[src/rtl/safety_island_timer_unit.sv]
// safety_island_timer_unit: 32-bit prescaled timer with compare/overflow interrupts on a zero-wait regbus.
// Register map: CTRL, COUNT, CMP, STATUS (W1C), IRQEN at word offsets 0x00..0x10.
module safety_island_timer_unit #(
    parameter int CntWidth   = 32,
    parameter int PrescWidth = 8,
    parameter int AddrWidth  = 32
) (
    input  logic                 clk_i,
    input  logic                 rst_i,
    input  logic                 reg_valid_i,
    input  logic                 reg_write_i,
    input  logic [AddrWidth-1:0] reg_addr_i,
    input  logic [31:0]          reg_wdata_i,
    input  logic [3:0]           reg_wstrb_i,
    output logic                 reg_ready_o,
    output logic [31:0]          reg_rdata_o,
    output logic                 reg_error_o,
    output logic [1:0]           irq_o
);
    logic                  r_en, r_ac, r_os;
    logic [PrescWidth-1:0] r_presc, r_pcnt;
    logic [CntWidth-1:0]   r_cnt, r_cmp;
    logic [1:0]            r_st, r_ie;
    logic [2:0]            w_idx;
    logic                  w_err, w_we, w_tick, w_cnt_wr, w_ev, w_match, w_max, w_unused;
    logic [4:0]            w_wr;
    logic [31:0]           w_rsel, w_bmask, w_wval;
    logic [1:0]            w_set;

    assign w_unused = ^{reg_addr_i[AddrWidth-1:5], reg_addr_i[1:0]};
    assign w_idx    = reg_addr_i[4:2];
    assign w_err    = w_idx > 3'd4;
    assign w_we     = reg_valid_i & reg_write_i & ~w_err;
    always_comb begin
        w_wr = '0;
        for (int i = 0; i < 5; i++) w_wr[i] = w_we & (w_idx == 3'(i));
    end

    assign w_rsel = (w_idx == 3'd0) ? {16'b0, r_presc, 5'b0, r_os, r_ac, r_en} :
                    (w_idx == 3'd1) ? r_cnt :
                    (w_idx == 3'd2) ? r_cmp :
                    (w_idx == 3'd3) ? {30'b0, r_st} :
                    (w_idx == 3'd4) ? {30'b0, r_ie} : 32'b0;
    assign w_bmask = {{8{reg_wstrb_i[3]}}, {8{reg_wstrb_i[2]}}, {8{reg_wstrb_i[1]}}, {8{reg_wstrb_i[0]}}};
    assign w_wval  = (w_rsel & ~w_bmask) | (reg_wdata_i & w_bmask);

    assign reg_ready_o = reg_valid_i;
    assign reg_error_o = reg_valid_i & w_err;
    assign reg_rdata_o = (reg_valid_i & ~w_err) ? w_rsel : 32'b0;
    assign irq_o       = r_st & r_ie;

    // A software COUNT write suppresses the tick's compare/overflow evaluation entirely.
    assign w_tick   = r_en & (r_pcnt == r_presc);
    assign w_cnt_wr = w_wr[1] & |reg_wstrb_i;
    assign w_ev     = w_tick & ~w_cnt_wr;
    assign w_match  = r_cnt == r_cmp;
    assign w_max    = &r_cnt;
    assign w_set    = {w_ev & w_max & ~(w_match & r_ac), w_ev & w_match};

    always_ff @(posedge clk_i) begin
        if (rst_i) begin
            r_en    <= 1'b0;
            r_ac    <= 1'b0;
            r_os    <= 1'b0;
            r_presc <= '0;
            r_pcnt  <= '0;
            r_cnt   <= '0;
            r_cmp   <= '1;
            r_st    <= '0;
            r_ie    <= '0;
        end else begin
            if (r_en) r_pcnt <= w_tick ? '0 : r_pcnt + 1'b1;
            if (w_wr[0] & reg_wstrb_i[1]) begin
                r_pcnt  <= '0;
                r_presc <= w_wval[15:8];
            end
            if (w_wr[0] & reg_wstrb_i[0]) {r_os, r_ac, r_en} <= w_wval[2:0];
            else if (w_ev & w_match & r_os) r_en <= 1'b0;
            if (w_cnt_wr) r_cnt <= w_wval;
            else if (w_ev) r_cnt <= (w_match & r_ac) ? '0 : r_cnt + 1'b1;
            if (w_wr[2]) r_cmp <= w_wval;
            r_st <= (r_st & ~((w_wr[3] & reg_wstrb_i[0]) ? reg_wdata_i[1:0] : 2'b0)) | w_set;
            if (w_wr[4]) r_ie <= w_wval[1:0];
        end
    end
endmodule
[config.mk]
export PLATFORM = sky130hd
export DESIGN_NAME = safety_island_timer_unit
export DESIGN_NICKNAME = d
export VERILOG_FILES = /design/src/rtl/safety_island_timer_unit.sv
export SDC_FILE = /design/constraint.sdc
export NUM_CORES = 1
export LEC_CHECK = 0
export ABC_AREA = 1
export ABC_CLOCK_PERIOD_IN_PS = 5500
export CAP_MARGIN = 25
export CORE_MARGIN = 2
export CORE_UTILIZATION = 45
export CTS_CLUSTER_SIZE = 30
export DETAILED_ROUTE_END_ITERATION = 6
export PLACE_DENSITY = 0.7
export SLEW_MARGIN = 20
export SYNTH_ARGS = -nofsm -noshare
export SYNTH_HDL_FRONTEND = slang
export SYNTH_SLANG_ARGS = --single-unit
[constraint.sdc]
create_clock -name clk_i -period 5.5 [get_ports clk_i]
set_clock_uncertainty 0.2 [all_clocks]
set_input_delay 0.55 -clock clk_i [delete_from_list [all_inputs] [get_ports clk_i]]
set_output_delay 0.55 -clock clk_i [all_outputs]
set_load 0.005 [all_outputs]
Word level (Yosys, flattened, before mapping)
Cells that the tools add are included.
{ "op_classes": {"n_addsub": 2, "magnitude_cmp": 1, "eq_ne": 6, "mux": 13, "n_bitwise": 31, "reduce_logical": 6} }
{ "ops": {"columns": ["cell", "n"], "rows": [
  ["$mux 32", 7],
  ["$and 32x32->32", 2],
  ["$add 32x1->32 const B", 1],
  ["$eq 32x32->1", 1],
  ["$not 32->32", 1],
  ["$or 32x32->32", 1],
  ["$reduce_and 32->1", 1],
  ["$and 1x1->1", 20],
  ["$add 8x1->8 const B", 1],
  ["$eq 8x8->1", 1],
  ["$mux 8", 1],
  ["$eq 3x2->1 const B", 2],
  ["$mux 2", 3],
  ["$and 2x2->2", 2],
  ["$reduce_bool 2->1", 2],
  ["$reduce_or 4->1", 1],
  ["$eq 3x1->1 const B", 1],
  ["$eq 3x3->1 const B", 1],
  ["$gt 3x3->1 const B", 1],
  ["$logic_not 3->1", 1],
  ["$not 1->1", 3],
  ["$mux 1", 2],
  ["$not 2->2", 1],
  ["$or 2x2->2", 1],
  ["$reduce_or 2->1", 1]
]} }
{ "word_totals": {"reg_bits": 87, "out_inout_bits": 36, "word_cells": 68} }

Logic depth before layout (Yosys ltp)
{ "depth": {"word_depth": 11, "ltp_mapped": 12, "mapped_depth_nobuf": 11} }

Worst setup path after synthesis
Ideal clock, no wire load.
{ "synth_timing": {"path_type": "input-to-output", "start": "input reg_addr_i[4]", "end": "output reg_rdata_o[0]", "arrival_time_ps": 1342, "path_slack_ps": 3408, "path_stages": 7, "path_buffers": 2, "cell_sequence": "inv_2 > nand3_1 > buf_4 > clkinv_2 > buf_6 > nand2_1 > a31oi_1"} }
{ "synth_via": {"elab_chain_len": 7} }
{ "synth_rtl": {"columns": ["item", "line_no", "text"], "rows": [
  ["from (decl)", "12", "input logic [AddrWidth-1:0] reg_addr_i,"],
  ["$eq 3x3->1", "43", "(w_idx == 3'd4) ? {30'b0, r_ie} : 32'b0;"],
  ["$mux 2", "43", null],
  ["$mux 2", "42", "(w_idx == 3'd3) ? {30'b0, r_st} :"],
  ["$mux 32", "41", "(w_idx == 3'd2) ? r_cmp :"],
  ["$mux 32", "40", "(w_idx == 3'd1) ? r_cnt :"],
  ["$mux 32", "39", "assign w_rsel = (w_idx == 3'd0) ? {16'b0, r_presc, 5'b0, r_os, r_ac, r_en} :"],
  ["$mux 32 *", "49", "assign reg_rdata_o = (reg_valid_i & ~w_err) ? w_rsel : 32'b0;"],
  ["to (decl)", "16", "output logic [31:0] reg_rdata_o,"]
]} }
Every way passes the cells marked *; elsewhere a longest branch is shown, timed or not.

Worst setup path in the final report
{ "layout_timing": {"start": "input reg_addr_i[3]", "end": "output reg_rdata_o[10]"} }
{ "layout_via": {"elab_chain_len": 5} }
{ "layout_rtl": {"columns": ["item", "line_no"], "rows": [
  ["$eq 3x2->1", "41"],
  ["$mux 32", "41"],
  ["$mux 32", "40"],
  ["$mux 32", "39"],
  ["$mux 32 *", "49"]
]} }
Marked as above.

==> run summary <==
Overall die width -> 120.5 um
Worst vdd ir -> 127.6 uV
Commonest non-fill, non-tap cells in the layout -> 254 x nand2_1, 153 x inv_1, 115 x nor2_1, 87 x dfxtp_1, 77 x clkdlybuf4s50_1
Final setup fails -> 0
Number of enable flip-flop cells after synthesis -> 0
Reg clk slew, reported paths -> 70 ps
Fin crit share -> 68.21%
DR DRC count -> 0
Largest net degree at the start of global routing -> 51
Metal1 wirelength -> 9004 um
Metal3 WL -> 1470 um
Syn Inst Count -> 1,020
Fraction of registers with async set/reset -> 0%
Sequential fraction of the synthesis area -> 28.50%
WL/cell -> 15.36 um
Grt ovf -> 0
Main synth FF type -> dfxtp_1
DR top layer -> met4
Hold_buf cts -> 0
Final WS setup -> 1748 ps
Worst hold slack -> 279.0 ps
Cell variety after synth -> 36
Placed cells -> 1,239
Slew Limit Fails -> 0
Total number of vias -> 6,704
CP peak stage delay -> 590 ps
Post-Syn Nets -> 1,094
Final core utilization -> 54.65%
Relative slew margins -> 30.49%
Initial antenna violation count -> 0
Required time of the worst setup path -> 4750 ps
Minimum clock period -> 3752 ps
CTS H-tree depth -> 3
Fmax -> 266.6 MHz
Clk_lat worst skew -> 360 ps
FP Rows -> 42
# diodes -> 0
First-pass GRT wire length -> 31,510 um
Non-filler cells, final -> 1,255
Via/cell ratio -> 5.342
P_leak -> 0.002868 uW
Commonest non-fill, non-tap cell in the layout -> nand2_1
Core Box Area -> 0.01324 sq mm
Share of cells above drive strength 1 -> 3.800%
Crit path capture type -> primary output
Max Root-Sink Buffers -> 2
Cell Area, Synth -> 0.006112 sq mm
IO Count -> 108
Synth Register Bits -> 87
Worst setup path class -> primary input to primary output
Power per standard cell area -> 204.1 mW/mm^2
HP Class -> register to register
First-pass DRT Iterations -> 5
Iter 0 DRT Violations -> 549
RSZ-0062 raised after global routing -> no
WL met2 -> 8325 um
Area grow syn2layout -> 18.40%
Number of global-route vias before repair -> 6,220
Worst-Margin Slew -> 1043 ps
Setup WS pre-CTS -> 1603 ps
Dpl hpwl -> 13,910 um
Slowest stage cell on the critical path -> clkdlybuf4s50_1
Die H -> 120.5 um
Cts bufs inserted -> 9
Tot GR Track Use -> 27.51%
Routability Congestion -> 0.9727
TritonCTS clock tree -> built
Flop2flop setup slack -> 2370 ps
Post-route ant nets -> 0
Average size of a mapped cell -> 5.992 sq um
Final Hold Vio Count -> 0
Total Wirelength -> 19,280 um
CP Max Fanout -> 14
Clock sinks -> 87
Nets@finish -> 1,148
Post-CTS Setup Bufs -> 0
Root Buffer -> clkbuf_16
IO Port Bufs -> 78
Status -> finished clean
Cts repair resizes -> 0
Crit path launch type -> primary input
Starting density of the core -> 46.15%
Synth warn -> 0
DIE AREA -> 0.01453 sq mm
Max cap viols -> 0
CP Cell Sequence -> clkdlybuf4s50_1, inv_1, nand3_1, clkinv_2, nand2_1, o21ai_0, o21ai_0, inv_1, clkdlybuf4s50_1
Filler Cells Inserted -> 1,401
Setup TNS -> 0 ps
Worst Path Arrival -> 3000 ps
-- flip-flops by register name, indices dropped and copies added, names as in the netlist --
name     cells
r_cnt       32
r_cmp       32
r_pcnt       8
r_ac         1
r_presc      8
r_ie         2
r_os         1
r_en         1
r_st         2
-- metrics by stage --
stage	cell area (sq um)	power, uW
global placement	6915	807.7
finish	7237	1477
floorplan	6112	738.1
global route	7237	1523
CTS	7237	1482
detailed placement	6915	808.7
-- critical path, delay by kind of cell --
family,cells,cell delay [ps]
buf+inv,5,1590
compound gates,2,330
simple gates,2,530
-- Yosys cell counts (2+ instances only) --
master | n | area [sq um]
o21ai_0 | 69 | 345.3
buf_2 | 14 | 70.07
nor3b_1 | 2 | 15.01
xnor2_1 | 14 | 122.6
clkbuf_2 | 2 | 10.01
nand3_1 | 64 | 320.3
buf_6 | 7 | 78.83
nor2_4 | 3 | 33.78
o21ai_1 | 12 | 60.06
buf_4 | 2 | 15.01
clkbuf_1 | 15 | 56.30
nand3b_1 | 6 | 45.04
o211ai_1 | 20 | 150.1
nor2_1 | 115 | 431.7
nor4_1 | 3 | 18.77
xor2_1 | 21 | 183.9
nand2_2 | 2 | 12.51
or2_2 | 5 | 31.28
dfxtp_1 | 87 | 1742
a21oi_1 | 72 | 360.4
nor3_1 | 16 | 80.08
a31oi_1 | 2 | 12.51
o22ai_1 | 21 | 131.4
nand2_1 | 254 | 953.4
nand4_1 | 23 | 143.9
inv_1 | 153 | 574.3
ha_1 | 2 | 25.02
inv_2 | 6 | 22.52
-- logic make-up after synthesis --
logic type / Yosys count / share of synthesized area [%]
buffers and inverters: 201 / 13.67
DFF: 87 / 28.50
and+or+nand+nor: 494 / 34.29
xor gates and xnor gates: 35 / 5.015
AOI/OAI and AO/OA: 201 / 18.12
adders and majority gates: 2 / 0.4094
-- layer usage --
layer / vias to the layer above / track usage, %
li1: 3396 / -
met5: - / 0
met3: 36 / 4.623
met1: 3011 / 38.97
met2: 261 / 41.38
met4: 0 / 11.26
-- where the power goes --
part | switching, uW | internal [uW] | leakage, uW
Combinational | 91.0 | 62.6 | 0.00201
Sequential | 6.06 | 636 | 0.000703
Clock | 280 | 402 | 0.000150
Total | 377 | 1100 | 0.00287
-- area by class of cell --
class | count | area [sq um] | share of cell area, %
inverters | 161 | 605.6 | 8.368
repair buffers | 83 | 813.3 | 11.24
flip-flops and latches | 87 | 1742 | 24.07
clock inverters | 6 | 92.59 | 1.279
clock buffers | 10 | 229.0 | 3.164
multi-input cells | 732 | 3535 | 48.84
well taps | 176 | 220.2 | 3.043
-- path summary, 6_finish.rpt --
kind                       from              end  depth (start not counted)
setup / recovery  reg_addr_i[3]  reg_rdata_o[10]                          9
hold / removal             r_os             r_os                          2
setup reg to reg           r_en        r_cnt[24]                          9
hold reg to reg            r_os             r_os                          2
No activity file was read; power rests on OpenSTA's default activity.
